## src/rtl/fifo_sc_wr_arb_pkg.sv

```systemverilog
// Shared types and helpers for the FIFO write-port arbiter.
package fifo_sc_wr_arb_pkg;

  typedef enum logic [1:0] {
    ST_IDLE  = 2'd0,
    ST_BURST = 2'd1,
    ST_FLUSH = 2'd2,
    ST_FDONE = 2'd3
  } arb_state_e;

  // Width needed to hold values 0..max_val inclusive.
  function automatic int cnt_width(input int max_val);
    return (max_val < 1) ? 1 : $clog2(max_val + 1);
  endfunction

endpackage

```

## src/rtl/fifo_sc_wr_arb_rr_pick.sv

```systemverilog
// Combinational round-robin picker: first set request strictly after last_grant, with wrap.
module fifo_sc_wr_arb_rr_pick
  import fifo_sc_wr_arb_pkg::*;
#(
  parameter int N_REQ = 4,
  parameter int GW    = $clog2(N_REQ)
) (
  input  logic [N_REQ-1:0] req_i,
  input  logic [GW-1:0]    last_grant_i,
  output logic             any_o,
  output logic [GW-1:0]    winner_o
);

  // Walk offsets from farthest to nearest so the nearest set request wins.
  always_comb begin
    int idx;
    idx      = 0;
    any_o    = |req_i;
    winner_o = '0;
    for (int k = N_REQ; k >= 1; k--) begin
      idx = (int'(last_grant_i) + k) % N_REQ;
      if (req_i[GW'(idx)]) begin
        winner_o = GW'(idx);
      end
    end
  end

endmodule

```

## src/rtl/fifo_sc_wr_arb.sv

```systemverilog
// Round-robin burst arbiter and flush sequencer sharing one FIFO write port.
module fifo_sc_wr_arb
  import fifo_sc_wr_arb_pkg::*;
#(
  parameter  int N_REQ     = 4,
  parameter  int DW        = 8,
  parameter  int MAX_BURST = 4,
  parameter  int TIMEOUT   = 8,
  localparam int GW        = $clog2(N_REQ)
) (
  input  logic                clk,
  input  logic                rst,
  input  logic [N_REQ-1:0]    req_valid,
  input  logic [N_REQ-1:0]    req_last,
  input  logic [N_REQ*DW-1:0] req_data,
  output logic [N_REQ-1:0]    req_ready,
  input  logic                flush_req,
  output logic                flush_done,
  input  logic                fifo_full,
  output logic                fifo_we,
  output logic [DW-1:0]       fifo_din,
  output logic                fifo_clr,
  output logic [GW-1:0]       grant_id,
  output logic                busy
);

  localparam int BW = cnt_width(MAX_BURST);
  localparam int IW = cnt_width(TIMEOUT);

  arb_state_e      state_q;
  logic [GW-1:0]   grant_id_q;
  logic [GW-1:0]   last_grant_q;
  logic [BW-1:0]   beat_cnt_q;
  logic [IW-1:0]   idle_cnt_q;
  logic            busy_q;
  logic            fifo_clr_q;
  logic            flush_done_q;

  logic            pick_any;
  logic [GW-1:0]   pick_idx_d;
  logic            in_burst;
  logic            gnt_valid;
  logic            gnt_last;
  logic            beat_acc;
  logic [DW-1:0]   data_a [N_REQ];

  fifo_sc_wr_arb_rr_pick #(
    .N_REQ (N_REQ),
    .GW    (GW)
  ) u_rr_pick (
    .req_i        (req_valid),
    .last_grant_i (last_grant_q),
    .any_o        (pick_any),
    .winner_o     (pick_idx_d)
  );

  genvar gi;
  generate
    for (gi = 0; gi < N_REQ; gi++) begin : g_req
      assign data_a[gi]    = req_data[gi*DW +: DW];
      assign req_ready[gi] = in_burst && (grant_id_q == GW'(gi)) && !fifo_full;
    end
  endgenerate

  assign in_burst  = (state_q == ST_BURST);
  assign gnt_valid = req_valid[grant_id_q];
  assign gnt_last  = req_last[grant_id_q];
  // A full FIFO stalls the beat without counting as idle: counters hold.
  assign beat_acc  = in_burst && gnt_valid && !fifo_full;

  assign fifo_we    = beat_acc;
  assign fifo_din   = in_burst ? data_a[grant_id_q] : '0;
  assign fifo_clr   = fifo_clr_q;
  assign flush_done = flush_done_q;
  assign grant_id   = grant_id_q;
  assign busy       = busy_q;

  always_ff @(posedge clk or negedge rst) begin
    if (!rst) begin
      state_q      <= ST_IDLE;
      grant_id_q   <= '0;
      last_grant_q <= GW'(N_REQ - 1);
      beat_cnt_q   <= '0;
      idle_cnt_q   <= '0;
      busy_q       <= 1'b0;
      fifo_clr_q   <= 1'b0;
      flush_done_q <= 1'b0;
    end else begin
      fifo_clr_q   <= 1'b0;
      flush_done_q <= 1'b0;
      case (state_q)
        ST_IDLE: begin
          if (flush_req) begin
            state_q    <= ST_FLUSH;
            fifo_clr_q <= 1'b1;
            busy_q     <= 1'b1;
          end else if (pick_any) begin
            state_q      <= ST_BURST;
            grant_id_q   <= pick_idx_d;
            last_grant_q <= pick_idx_d;
            beat_cnt_q   <= '0;
            idle_cnt_q   <= '0;
            busy_q       <= 1'b1;
          end
        end
        ST_BURST: begin
          if (beat_acc) begin
            idle_cnt_q <= '0;
            if (gnt_last || (beat_cnt_q == BW'(MAX_BURST - 1))) begin
              state_q    <= ST_IDLE;
              busy_q     <= 1'b0;
              beat_cnt_q <= '0;
            end else begin
              beat_cnt_q <= beat_cnt_q + 1'b1;
            end
          end else if (!gnt_valid) begin
            if (idle_cnt_q == IW'(TIMEOUT - 1)) begin
              state_q    <= ST_IDLE;
              busy_q     <= 1'b0;
              idle_cnt_q <= '0;
              beat_cnt_q <= '0;
            end else begin
              idle_cnt_q <= idle_cnt_q + 1'b1;
            end
          end
        end
        ST_FLUSH: begin
          state_q      <= ST_FDONE;
          flush_done_q <= 1'b1;
          busy_q       <= 1'b0;
        end
        ST_FDONE: begin
          state_q <= ST_IDLE;
        end
        default: begin
          state_q <= ST_IDLE;
          busy_q  <= 1'b0;
        end
      endcase
    end
  end

endmodule
```

## config.mk

```make
export PLATFORM = sky130hd
export DESIGN_NAME = fifo_sc_wr_arb
export DESIGN_NICKNAME = d
export VERILOG_FILES = /design/src/rtl/fifo_sc_wr_arb_pkg.sv /design/src/rtl/fifo_sc_wr_arb_rr_pick.sv /design/src/rtl/fifo_sc_wr_arb.sv
export SDC_FILE = /design/constraint.sdc
export NUM_CORES = 1
export LEC_CHECK = 0
export BUFFER_PORTS_ARGS = -buffer_cell sky130_fd_sc_hd__buf_2
export CELL_PAD_IN_SITES_DETAIL_PLACEMENT = 0
export CELL_PAD_IN_SITES_GLOBAL_PLACEMENT = 1
export CORE_MARGIN = 1
export CORE_UTILIZATION = 37
export CTS_CLUSTER_SIZE = 12
export DETAILED_ROUTE_END_ITERATION = 7
export PLACE_DENSITY = 0.81
export SLEW_MARGIN = 20
export SYNTH_ARGS = -nofsm -noshare
export SYNTH_HDL_FRONTEND = slang
export SYNTH_SLANG_ARGS = --single-unit
```

## constraint.sdc

```tcl
create_clock -name clk -period 5.5 [get_ports clk]
set_input_delay 0.275 -clock clk [delete_from_list [all_inputs] [get_ports clk]]
set_output_delay 0.275 -clock clk [all_outputs]
set_load 0.02 [all_outputs]
```

# After elaboration in Yosys (flattened, before gate mapping)
# Index checks and enable logic that the tools add are counted.
# op_classes
n_mul,0
bitwise_logic,2
muxes,54
reduce_logical,22
n_div,0
eq_ne,14
n_lt_le_gt_ge,6
add_sub_neg,6
shift,0
# op_table
op,count
8-bit 2-to-1 mux,3
2-bit 2-to-1 mux,10
4-bit 2-to-1 mux,5
1-bit 2-to-1 mux,19
3-bit 2-to-1 mux,6
8-bit binary-select mux with 2-bit select,1
"2-bit by 4-bit less-than comparator with 1-bit output, second input constant",4
1-bit binary-select mux with 2-bit select,6
1-bit logical AND,10
5-bit AND reduction,2
"2-bit equality test, second input constant",4
2-bit case mux with 4 select lines,1
4-bit case mux with 2 select lines,1
4-bit AND reduction,2
"3-bit by 2-bit inequality test with 1-bit output, second input constant",2
"3-bit inequality test, second input constant",2
3-bit case mux with 2 select lines,1
"2-bit by 1-bit adder with 2-bit output, second input constant",2
"2-bit adder, second input constant",2
"4-bit by 1-bit adder with 4-bit output, second input constant",1
"2-bit by 1-bit equality test with 1-bit output, second input constant",2
"4-bit by 3-bit equality test with 1-bit output, second input constant",1
2-bit zero test,2
"2-bit inequality test, second input constant",2
13 further kinds,13
# totals
mem_bits_rw,0
latch_bits,0
register_bits,16
input_bits,44
wordCells,112
rom_bits,0
n_memories,0

# Logic depth before layout (Yosys ltp)
# Gate-level depths: netlist (run 1).
# logic_depth
ltp_word,8
depth_mapped,6
depth_no_buf,6

# Cells and area by module
# From an unflattened synthesis (run 1), not the netlist that was laid out.
# hier_totals
hier_cells,128
hier_area_um2,1352.5
# modules_own_cells
module,area_per_inst_um2,n_inst,cells_each
fifo_sc_wr_arb,1261.2,1,114
fifo_sc_wr_arb_rr_pick,91.3,1,14

# Worst setup path after synthesis (run 1)
# No wires, ideal clock.
# synth_path
kind,register to register
from,register grant_id_q[0] (netlist: grant_id[0])
to,register beat_cnt_q[0]
slack_ps,3356
stages_incl_launch_ff,6
setup_time_ps,125
n_path_buf,1
required_ps,5375
period_less_slack_ps,2144
arrival_ps,2019
path_cell_list,dfrtp_1 buf_6 mux4_2 nor3_1 o21a_1 mux2_2
# synth_via
elab_chain_len,6
# synth_rtl
element,line,text
from (decl),fifo_sc_wr_arb.sv:31,logic [GW-1:0] grant_id_q;
from (signal assigned),fifo_sc_wr_arb.sv:99,grant_id_q <= pick_idx_d;
1-bit binary-select mux with 2-bit select (on tied branches),"fifo_sc_wr_arb.sv:66, fifo_sc_wr_arb.sv:67",
1-bit 2-to-1 mux (on tied branches),"fifo_sc_wr_arb.sv:66, fifo_sc_wr_arb.sv:67",
1-bit logical AND / 1-bit logical OR (equally long branches),"fifo_sc_wr_arb.sv:69, fifo_sc_wr_arb.sv:109",
1-bit logical AND / 3-bit 2-to-1 mux (equally long branches),"fifo_sc_wr_arb.sv:69, fifo_sc_wr_arb.sv:109",
3-bit by 2-bit inequality test with 1-bit output (no line) (tied with other cells),--,
5-bit AND reduction (no line) / 3-bit case mux with 2 select lines (equally long branches),--,
to (signal assigned),fifo_sc_wr_arb.sv:114,beat_cnt_q <= beat_cnt_q + 1'b1;
to (decl),fifo_sc_wr_arb.sv:33,logic [BW-1:0] beat_cnt_q;
# Parallel ways exist; a longest one is shown, timed or not. The select of a mux whose other input is x is not followed.
# A chain may end at the register's enable or synchronous reset.

# Final worst setup path (run 1)
# layout_path
from,register grant_id_q[0] (netlist: grant_id[0])
to,register beat_cnt_q[2]
# Same word-level chain as after synthesis.

==> key figures, run 1 <==
Timing
  – Final WS setup: 2.968 ns
  – Slew @ Worst Pin: 0.6717 ns
  – Finish-stage setup viols: 0
  – Setup tns final: 0 ns
  – Max transition margin: 55.22%
  – Final cycle utilization of the critical path: 46.04%
  – Slew Limit Fails: 0
  – Layout Skew: 0.005129 ns
  – Final min period: 2.532 ns
  – Hold Fails Final Rpt: 0
  – RSZ-0062 raised after global routing: no
  – Peak Freq: 394.9 MHz

CTS
  – Root buffer cell: clkbuf_4
  – Worst-path clk slew: 0.09 ns
  – Post-CTS setup buffers: 0
  – Post-CTS Hold Buffers: 1
  – Cts bufs inserted: 3
  – Sink Count: 16
  – H-Tree Depth: 1
  – CTS tree: built
  – Post_cts resized: 0
  – CTS max path bufs: 2
  – Worst-Skew Late Latency: 0.28 ns

GRT
  – Total track usage: 17.51%
  – Largest net degree at the start of global routing: 17
  – Congestion Overflow GR: 0
  – Vias in the first global route: 1150
  – First-pass GRT wire length: 4830 µm
  – Initial antenna violation count: 0

Synth
  – Dominant cell type by area after synthesis: dfrtp_1
  – Number of synthesized flops with an enable pin: 0
  – Synthesized area per cell: 10.94 µm²
  – Yosys warns: 0
  – Ys async rst share: 100.0%
  – Yosys reg bits: 16
  – Syn Nets: 172
  – Count leader, synth: dfrtp_1
  – Yosys top cell area share: 26.69%
  – Post-synthesis cell type count: 38
  – Register area share after synthesis: 30.70%
  – Top_reg_cell synth: dfrtp_1
  – Post-Syn Area: 1313 µm²
  – Top post-synthesis cells by area: dfrtp_1 27%, mux4_2 10%, mux4_1 8.0%
  – Synth cell count leaders: 14 x dfrtp_1, 9 x and2_1, 9 x inv_1
  – Syn Inst Count: 120

Setup path
  – R2r startpoint: grant_id[0]$_DFFE_PN0P_
  – WP depth: 4
  – Crit path kind: reg2reg
  – Critical Path Start: grant_id[0]$_DFFE_PN0P_
  – Worst Path Arrival: 2.70 ns
  – Worst Path Max Fanout: 16
  – Worst-path cell chain: mux4_2 > nor3_1 > o21a_1 > mux2_2
  – Worst Path Required: 5.67 ns
  – Type of element capturing the critical path: flop
  – Crit-path leading delay family: multiplexers
  – Worst R2R Setup Slack: 2.97 ns
  – Max stage delay cell, worst path: dfrtp_1
  – Startpoint Class: flop
  – Reg2Reg Depth: 4
  – Bufs and invs on worst path: 0
  – R2R Path End: beat_cnt_q[2]$_DFFE_PN0P_
  – Crit path capture: beat_cnt_q[2]$_DFFE_PN0P_
  – CP peak stage delay: 0.78 ns

Power and ir drop
  – Comb pwr share: 59.9%
  – Clock power frac: 8.7%
  – Power Density: 429.2 nW/µm²
  – Maximum vdd ir drop: 0.1955 mV
  – Leak pwr: 0.8375 nW
  – Sequential fraction of design power: 31.4%
  – Internal power: 400.4 µW
  – Sw Ratio: 44.77%
  – Sw Pwr: 324.6 µW

Layout
  – Area occupied by registers: 402.9 µm²
  – Layout area overhead: 28.69%
  – Footprint of the multi-input gates: 853.3 µm²
  – ANT cells: 0
  – Nets: 235
  – Final Non-Filler Cells: 228
  – Layout cell share with drive strength beyond 1: 42.86%
  – Fill count: 327

Placed design
  – Routability congestion estimate: 0.8303
  – Dpl hpwl: 2541 µm
  – Pre-CTS WS: 2.970 ns
  – Placed Cells: 223
  – Number of port buffers: 61

Die
  – Die ar.: 3790 µm²
  – Core Area: 3363 µm²
  – Row cnt: 21
  – Initial core utilization: 39.03%
  – Die Y: 61.56 µm
  – Chip width: 61.56 µm
  – IO Pins: 62

Route
  – Routed WL per cell: 13.85 µm
  – Via Count: 1208
  – Routed WL: 3158 µm
  – Residual DRC: 0
  – Iter 0 DRT Violations: 69
  – ANT nets after route: 0
  – Vias per cell: 5.298
  – Iteration count of the initial detailed-routing pass: 4

Run status
  – Status: finished, final reports clean

Hold path
  – Hold depth: 2
  – HP Class: in2reg

Job
  – Max Cap Viol: 0
[cells by family (layout without fill, tap and decap cells)]
family / count (synthesis) / count (layout) / synth area share, %
adders and majority gates: 8 / 8 / 7.627
muxes: 19 / 19 / 25.45
buffers and inverters: 13 / 75 / 4.289
and+or+nand+nor: 39 / 39 / 17.92
AOI/OAI and AO/OA: 25 / 25 / 14.01
DFF: 16 / 16 / 30.70
[layout make-up]
cell class | instances | area share (%)
inverters | 9 | 2.000
flip-flops and latches | 16 | 23.85
multi-input cells | 91 | 50.52
well taps | 46 | 3.407
repair buffers | 62 | 18.67
clock buffers | 4 | 1.556
[worst min-delay path by stage]
stage / end / startpoint
after detailed placement: idle_cnt_q[0]$_DFFE_PN0P_ / rst
after CTS: fifo_clr$_DFF_PN0_ / flush_req
final: fifo_clr$_DFF_PN0_ / flush_req
after global placement: idle_cnt_q[0]$_DFFE_PN0P_ / rst
after global routing: fifo_clr$_DFF_PN0_ / flush_req
after floorplan: beat_cnt_q[0]$_DFFE_PN0P_ / rst
[per-stage QoR]
stage	hold slack [ns]	util, %	area, µm²	power [mW]
final	0.2734	50.22	1689	0.7250
after global routing	0.2854	50.22	1689	0.7963
after CTS	0.2626	50.22	1689	0.7354
after detailed placement	0.2132	49.14	1653	0.6650
after global placement	0.2037	49.14	1653	0.6524
after floorplan	-0.02059	-	1313	0.5533
[sequential cells by signal (all words and copies together), names as in the netlist]
signal / cells
state_q: 2
last_grant_q: 2
idle_cnt_q: 4
busy: 1
fifo_clr: 1
flush_done: 1
beat_cnt_q: 3
grant_id: 2
[cells in the final DEF, fill, tap and decap left out, types with 2 or more instances in the layout]
cell type	count
or4_1	2
nor2b_1	2
o211ai_1	2
o21a_1	3
mux4_2	6
nor3b_1	3
nand4_1	2
a21oi_1	2
ha_1	8
a2bb2oi_1	2
clkbuf_4	3
o21ai_0	6
mux2i_1	6
dfrtp_1	14
inv_1	9
nand2_1	5
and2_1	9
buf_2	61
o2111ai_1	2
mux2_2	3
nor2_1	5
nand2b_1	3
mux4_1	4
dfstp_2	2
nor3_1	2
nand3_1	2
[layer usage]
metal  wire length, µm  part of all wire, %  GRT usage (%)
met1              1271                   40          19.05
met2              1648                   52          33.18
met3               216                  6.8          3.151
met4                21                 0.66          6.984
met5                 0                    0              0
[power groups by stage]
stage / Combinational [mW] / Sequential [mW] / Clock [mW]
global route: 0.487 / 0.238 / 0.0715
global placement: 0.427 / 0.226 / 0
finish: 0.435 / 0.227 / 0.0630
detailed placement: 0.436 / 0.229 / 0
CTS: 0.440 / 0.228 / 0.0674
floorplan: 0.340 / 0.213 / 0
Power figures use the tool's default switching activity.
==> inputs of run 2 (changes only) <==
--- a/config.mk
+++ b/config.mk
@@ -5,14 +5,15 @@
 export SDC_FILE = /design/constraint.sdc
 export NUM_CORES = 1
 export LEC_CHECK = 0
+export ABC_AREA = 1
 export BUFFER_PORTS_ARGS = -buffer_cell sky130_fd_sc_hd__buf_2
 export CELL_PAD_IN_SITES_DETAIL_PLACEMENT = 0
 export CELL_PAD_IN_SITES_GLOBAL_PLACEMENT = 1
 export CORE_MARGIN = 1
-export CORE_UTILIZATION = 37
+export CORE_UTILIZATION = 30
 export CTS_CLUSTER_SIZE = 12
 export DETAILED_ROUTE_END_ITERATION = 7
-export PLACE_DENSITY = 0.81
+export PLACE_DENSITY = 0.73
 export SLEW_MARGIN = 20
 export SYNTH_ARGS = -nofsm -noshare
 export SYNTH_HDL_FRONTEND = slang
==> constraint.sdc (replaced) <==
create_clock -name clk -period 2.3 [get_ports clk]
set_input_delay 0.115 -clock clk [delete_from_list [all_inputs] [get_ports clk]]
set_output_delay 0.115 -clock clk [all_outputs]
set_load 0.02 [all_outputs]
==> key figures, run 2 <==
Run status
  – Status: finished, final reports clean

Route
  – Routed WL: 3979 µm (+26%)
  – Residual DRC: 0 (unchanged)
  – Vias per cell: 4.559 (-14%)
  – Iter 0 DRT Violations: 29 (-58%)
  – Routed WL per cell: 11.77 µm (-15%)
  – Via Count: 1541 (+28%)
  – ANT nets after route: 0 (unchanged)
  – Iteration count of the initial detailed-routing pass: 4 (unchanged)

Job
  – Max Cap Viol: 0 (unchanged)

Layout
  – Most common cell after layout, fill and taps aside: buf_2
  – Max reg flops: 4 (unchanged)
  – Layout cell share with drive strength beyond 1: 33.95% (-8.9 points)
  – Area occupied by registers: 402.9 µm² (unchanged)
  – Final Non-Filler Cells: 338 (+48%)
  – Largest regs: idle_cnt_q x4, beat_cnt_q x3
  – Footprint of the multi-input gates: 938.4 µm² (+10%)
  – ANT cells: 0 (unchanged)
  – Reg with most FFs: idle_cnt_q
  – Layout area overhead: 29.14%
  – Most frequent cells in the layout: 61 x buf_2, 59 x nand2_1, 29 x nand3_1, 20 x inv_1, 14 x dfrtp_1
  – Nets: 324 (+38%)
  – Fill count: 522 (+60%)
  – Final Cell Area: 1902 µm² (+13%)

Timing
  – Layout Skew: 0.004204 ns (-0.0009256 ns)
  – Final WS setup: 0.1844 ns (-2.783 ns)
  – Max transition margin: 64.50% (+9.3 points)
  – Hold Fails Final Rpt: 0 (unchanged)
  – RSZ-0062 raised after global routing: no
  – Finish-stage setup viols: 0 (unchanged)
  – Slew Limit Fails: 0 (unchanged)
  – Final cycle utilization of the critical path: 91.98%
  – Slew @ Worst Pin: 0.5305 ns (-0.1412 ns)
  – Final min period: 2.116 ns
  – Setup tns final: 0 ns (unchanged)
  – Peak Freq: 472.7 MHz

CTS
  – Worst-Skew Late Latency: 0.25 ns (-0.03 ns)
  – Sink Count: 16 (unchanged)
  – Cts bufs inserted: 3 (unchanged)
  – H-Tree Depth: 1 (unchanged)
  – Post-CTS setup buffers: 0 (unchanged)
  – Worst-path clk slew: 0.07 ns (-0.02 ns)
  – CTS tree: built
  – Post_cts resized: 0 (unchanged)
  – CTS max path bufs: 2 (unchanged)
  – Root buffer cell: clkbuf_8

Power and ir drop
  – Comb pwr share: 64.6% (+4.7 points)
  – Sw Ratio: 52.80% (+8.0 points)
  – Internal power: 1.069 mW (+170%)
  – Power Density: 1191 nW/µm² (+180%)
  – Clock power frac: 11.3% (+2.6 points)
  – Maximum vdd ir drop: 0.4097 mV (+110%)
  – Sequential fraction of design power: 24.0% (-7.4 points)
  – Sw Pwr: 1.196 mW (+270%)
  – Leak pwr: 0.9983 nW (+19%)

Synth
  – Yosys warns: 0 (unchanged)
  – Syn Nets: 261 (+52%)
  – Dominant cell type by area after synthesis: dfrtp_1
  – Post-Syn Area: 1473 µm² (+12%)
  – Syn Inst Count: 209 (+74%)
  – Count leader, synth: nand2_1
  – Yosys reg bits: 16 (unchanged)
  – Yosys top cell area share: 23.79% (-2.9 points)
  – Ys async rst share: 100.0% (unchanged)
  – Number of synthesized flops with an enable pin: 0 (unchanged)
  – Top_reg_cell synth: dfrtp_1
  – Post-synthesis cell type count: 33 (-13%)
  – Register area share after synthesis: 27.36% (-3.3 points)
  – Synthesized area per cell: 7.046 µm² (-36%)
  – Synth cell count leaders: 59 x nand2_1, 29 x nand3_1, 20 x inv_1
  – Top post-synthesis cells by area: dfrtp_1 24%, nand2_1 15%, nand3_1 9.9%

Setup path
  – Bufs and invs on worst path: 4 (+4)
  – Critical Path Start: state_q[1]$_DFFE_PN0P_
  – Max stage delay cell, worst path: dfrtp_1
  – Crit path kind: reg2out
  – Worst Path Required: 2.18 ns (-3.49 ns)
  – Worst-path cell chain: inv_1 > ha_1 > inv_2 > nor2_4 > inv_1 > nor3_1 > buf_2
  – Startpoint Class: flop
  – Crit-path leading delay family: buffers and inverters
  – Worst Path Max Fanout: 10 (-6)
  – Worst Path Arrival: 2.00 ns (-0.70 ns)
  – Critical Path Most Common Cell: inv_1
  – R2r startpoint: state_q[1]$_DFFE_PN0P_
  – CP peak stage delay: 0.42 ns (-0.36 ns)
  – Type of element capturing the critical path: output pin

Die
  – Die Y: 72.07 µm (+17%)
  – Core Area: 4723 µm² (+40%)
  – Chip width: 72.07 µm (+17%)
  – IO Pins: 62 (unchanged)
  – Die ar.: 5193 µm² (+37%)
  – Row cnt: 25 (+19%)
  – Initial core utilization: 31.18% (-7.8 points)

GRT
  – First-pass GRT wire length: 6417 µm (+33%)
  – Initial antenna violation count: 0 (unchanged)
  – Largest net degree at the start of global routing: 17 (unchanged)
  – Congestion Overflow GR: 0 (unchanged)
  – Total track usage: 15.44% (-2.1 points)
  – Vias in the first global route: 1441 (+25%)

Placed design
  – Number of port buffers: 61 (unchanged)
  – Dpl hpwl: 3091 µm (+22%)
  – Placed cell area: 1837 µm² (+11%)
  – Pre-CTS WS: 0.4655 ns (-2.505 ns)
  – Routability congestion estimate: 0.7632 (-8.1%)
  – Placed Cells: 333 (+49%)

Hold path
  – HP Class: in2reg
  – HP Start: flush_req
-- run 2: cell count changes after synthesis, moves of 7 or more --
cell     previous run  this run
a22oi_1             0         9
a31oi_1             1         8
inv_1               9        20
nand2_1             5        59
nand3_1             2        29
and2_1              9         0
-- run 2: metal layers --
metal	GRT usage [%]	part of all wire [%]
met5	0	0
met3	2.639	6.8
met1	19.40	48
met4	4.575	1.0
met2	27.00	45
-- run 2: per-stage QoR --
| step | utilization [%] | hold WS, ns | total power [mW] |
|---|---|---|---|
| after detailed placement | 38.89 | 0.05472 | 2.020 |
| after global routing | 40.26 | 0.1005 | 2.500 |
| after floorplan | - | -0.1806 | 1.678 |
| after CTS | 40.26 | 0.08173 | 2.286 |
| final | 40.26 | 0.07863 | 2.264 |
| after global placement | 38.89 | 0.05648 | 2.006 |
-- run 2: layout make-up --
cell class,instances,area share (%)
timing repair buffer,64,17.37
clock buffer,4,2.895
multi-input combinational,164,49.34
tap,67,4.408
sequential,16,21.18
inverter,23,4.803
-- run 2: cells by family (layout without fill, tap and decap cells) --
family / count (synthesis) / count (layout) / synth area share, %
AOI/OAI and AO/OA: 34 / 34 / 15.29
xor gates and xnor gates: 2 / 2 / 1.190
adders and majority gates: 8 / 8 / 6.797
buffers and inverters: 29 / 91 / 8.921
DFF: 16 / 16 / 27.36
and+or+nand+nor: 120 / 120 / 40.44
-- run 2: repair_timing --
item                                    4_1_cts  5_1_grt
endpoints found under the setup margin        0        0
hold buffers                                  1        0
endpoints found under the hold margin        14        0
-- run 2: final timing paths --
path,end,slack [ns],cells past startpoint
worst max register to register,beat_cnt_q[2]$_DFFE_PN0P_,0.48,9
min in group asynchronous,busy$_DFFE_PN0P_,0.33,2
max in group asynchronous,last_grant_q[0]$_DFFE_PN1P_,1.67,2
worst max-delay path,req_ready[2],0.18,7
worst min register to register,last_grant_q[1]$_DFFE_PN1P_,0.51,2
worst min-delay path,fifo_clr$_DFF_PN0_,0.08,3
-- run 2: worst register-to-register path: cells and delay by family (launching register included) --
| kind | cells | cell delay (ns) |
|---|---|---|
| flip-flops | 1 | 0.42 |
| adder cells (fa/ha/maj) | 1 | 0.36 |
| AO/OA/AOI/OAI | 2 | 0.25 |
| AND/OR/NAND/NOR | 3 | 0.25 |
| buffers and inverters | 3 | 0.42 |
-- run 2: power groups by stage --
stage               clock network, mW  logic (mW)  registers [mW]
floorplan                           0        1.14           0.533
global placement                    0        1.46           0.547
detailed placement                  0        1.47           0.547
CTS                             0.258        1.48           0.544
global route                    0.273        1.66           0.569
finish                          0.257        1.46           0.544
==> inputs of run 3 (changes only) <==
--- a/config.mk
+++ b/config.mk
@@ -9,6 +9,7 @@
 export BUFFER_PORTS_ARGS = -buffer_cell sky130_fd_sc_hd__buf_2
 export CELL_PAD_IN_SITES_DETAIL_PLACEMENT = 0
 export CELL_PAD_IN_SITES_GLOBAL_PLACEMENT = 1
+export CORE_ASPECT_RATIO = 0.7
 export CORE_MARGIN = 1
 export CORE_UTILIZATION = 30
 export CTS_CLUSTER_SIZE = 12
==> key figures, run 3 (synthesis results as in run 2) <==
Layout
  – Most common cell after layout, fill and taps aside: buf_2
  – Final Cell Area: 1891 µm² (-0.59%)
  – Layout cell share with drive strength beyond 1: 33.58% (-0.37 points)
  – Max reg flops: 4 (unchanged)
  – Largest regs: idle_cnt_q x4, beat_cnt_q x3
  – Fin util: 41.74% (+1.5 points)
  – Nets: 324 (unchanged)
  – ANT cells: 0 (unchanged)
  – Most frequent cells in the layout: 61 x buf_2, 59 x nand2_1, 29 x nand3_1, 20 x inv_1, 14 x dfrtp_1
  – Layout area overhead: 28.38%
  – Reg with most FFs: idle_cnt_q
  – Fill count: 483 (-7.5%)

CTS
  – Root buffer cell: clkbuf_8
  – Worst-Skew Late Latency: 0.25 ns (about the same)
  – Sink Count: 16 (unchanged)
  – Cts bufs inserted: 3 (unchanged)
  – H-Tree Depth: 1 (unchanged)
  – CTS tree: built
  – Post_cts resized: 0 (unchanged)
  – Worst-path clk slew: 0.06 ns (about the same)
  – CTS max path bufs: 2 (unchanged)

Route
  – Residual DRC: 0 (unchanged)
  – Iteration count of the initial detailed-routing pass: 4 (unchanged)
  – Routed WL: 3794 µm (-4.6%)
  – Routed WL per cell: 11.26 µm (-4.4%)
  – Via Count: 1518 (-1.5%)
  – ANT nets after route: 0 (unchanged)
  – Vias per cell: 4.504 (-1.2%)
  – Iter 0 DRT Violations: 67 (+130%)

GRT
  – Largest net degree at the start of global routing: 17 (unchanged)
  – Congestion Overflow GR: 0 (unchanged)
  – Initial antenna violation count: 0 (unchanged)
  – Met1 Use GR: 24.67% (+5.3 points)
  – Grt peak-use layer: met1
  – GR Util met2: 24.00% (-3.0 points)
  – Total track usage: 16.12% (+0.68 points)
  – Vias in the first global route: 1407 (-2.4%)
  – First-pass GRT wire length: 6686 µm (+4.2%)
  – Met3 Use GR: 3.946% (+1.3 points)

Timing
  – Final cycle utilization of the critical path: 91.57% (-0.42 points)
  – Slew @ Worst Pin: 0.5493 ns (+0.01878 ns)
  – Finish-stage setup viols: 0 (unchanged)
  – Final hold slack: 0.1126 ns (+0.03395 ns)
  – Slew Limit Fails: 0 (unchanged)
  – Peak Freq: 474.8 MHz (+0.46%)
  – RSZ-0062 raised after global routing: no
  – Layout Skew: 0.0008212 ns (-0.003383 ns)
  – Setup tns final: 0 ns (unchanged)
  – Max transition margin: 63.24% (-1.3 points)
  – Hold Fails Final Rpt: 0 (unchanged)
  – Final min period: 2.106 ns (-0.009595 ns)

Power and ir drop
  – Leak pwr: 0.9923 nW (-0.60%)
  – Clock power frac: 9.9% (-1.4 points)
  – Comb pwr share: 64.7% (about the same)
  – Sequential fraction of design power: 25.4% (+1.4 points)
  – Sw Pwr: 1.174 mW (-1.8%)
  – Sw Ratio: 53.11% (+0.31 points)
  – Internal power: 1.037 mW (-3.0%)
  – Power Density: 1169 nW/µm² (-1.8%)
  – Maximum vdd ir drop: 0.4822 mV (+18%)

Hold path
  – Hold depth: 3 (unchanged)
  – HP Class: in2reg

Setup path
  – Worst Path Max Fanout: 15 (+5)
  – Startpoint Class: flop
  – Type of element capturing the critical path: output pin
  – Reg2Reg Depth: 10 (+1)
  – Crit path kind: reg2out
  – Worst Path Arrival: 1.99 ns (about the same)
  – Worst Path Required: 2.18 ns (about the same)

Placed design
  – Placed cell area: 1836 µm² (about the same)
  – Routability congestion estimate: 0.8173 (+7.1%)
  – Number of port buffers: 61 (unchanged)
  – Dpl hpwl: 3063 µm (-0.93%)

Job
  – Max Cap Viol: 0 (unchanged)

Die
  – Initial core utilization: 32.51% (+1.3 points)
  – IO Pins: 62 (unchanged)
  – Core Area: 4529 µm² (-4.1%)
  – Die Y: 60.62 µm (-16%)
  – Chip width: 85.74 µm (+19%)
  – Die ar.: 5198 µm² (about the same)
  – Row cnt: 20 (-20%)

Run status
  – Status: finished, final reports clean
## run 3: changes by cell type in the layout (fill, tap and decap cells not counted)
| cell | before | now |
|---|---|---|
| clkbuf_1 | 0 | 1 |
| clkbuf_8 | 4 | 3 |
## run 3: power groups by stage
stage | sequential [mW] | clock, mW | combinational [mW]
4_1_cts | 0.564 | 0.224 | 1.44
3_3_place_gp | 0.563 | 0 | 1.44
3_5_place_dp | 0.566 | 0 | 1.44
5_1_grt | 0.589 | 0.244 | 1.64
2_1_floorplan | 0.533 | 0 | 1.14
6_report | 0.562 | 0.218 | 1.43
## run 3: critical path, cell delays in order (launching register included)
cell,delay (ns)
dfrtp_1,0.57
inv_4,0.15
nor2_1,0.46
a22oi_1,0.16
a31oi_1,0.19
buf_2,0.20
## run 3: metal layers
| layer | up-vias | wire length (µm) | share of wire (%) |
|---|---|---|---|
| li1 | 819 | - | - |
| met1 | 680 | 2111 | 56 |
| met2 | 19 | 1557 | 41 |
| met3 | 0 | 124 | 3.3 |
| met4 | 0 | 0 | 0 |
| met5 | - | 0 | 0 |
## run 3: area by class of cell
class | count | area, µm² | share of cell area (%)
clock buffers | 4 | 45.04 | 2.383
inverters | 23 | 91.34 | 4.831
multi-input cells | 164 | 938.4 | 49.64
flip-flops and latches | 16 | 402.9 | 21.31
well taps | 66 | 82.58 | 4.368
repair buffers | 64 | 330.3 | 17.47
## run 3: path summary, 6_finish.rpt
| check | startpoint | end | slack [ns] |
|---|---|---|---|
| min in group asynchronous | rst | beat_cnt_q[0]$_DFFE_PN0P_ | 0.31 |
| setup / recovery | grant_id[0]$_DFFE_PN0P_ | fifo_din[0] | 0.19 |
| max in group asynchronous | rst | last_grant_q[1]$_DFFE_PN1P_ | 1.68 |
| hold reg to reg | busy$_DFFE_PN0P_ | busy$_DFFE_PN0P_ | 0.48 |
| setup reg to reg | state_q[1]$_DFFE_PN0P_ | state_q[1]$_DFFE_PN0P_ | 0.54 |
| hold / removal | flush_req | fifo_clr$_DFF_PN0_ | 0.11 |
## run 3: per-stage QoR
step / cells / power (mW) / worst slack (ns)
after CTS: 337 / 2.233 / 0.2659
after floorplan: 209 / 1.678 / 0.6068
after detailed placement: 332 / 2.002 / 0.5440
final: 337 / 2.211 / 0.1940
after global routing: 337 / 2.470 / 0.04049
after global placement: 332 / 1.998 / 0.5404
## run 3: timing repair
item                      CTS  global route
buffers inserted            0             0
hold endpoints to repair   14             0
hold buffers                1             0
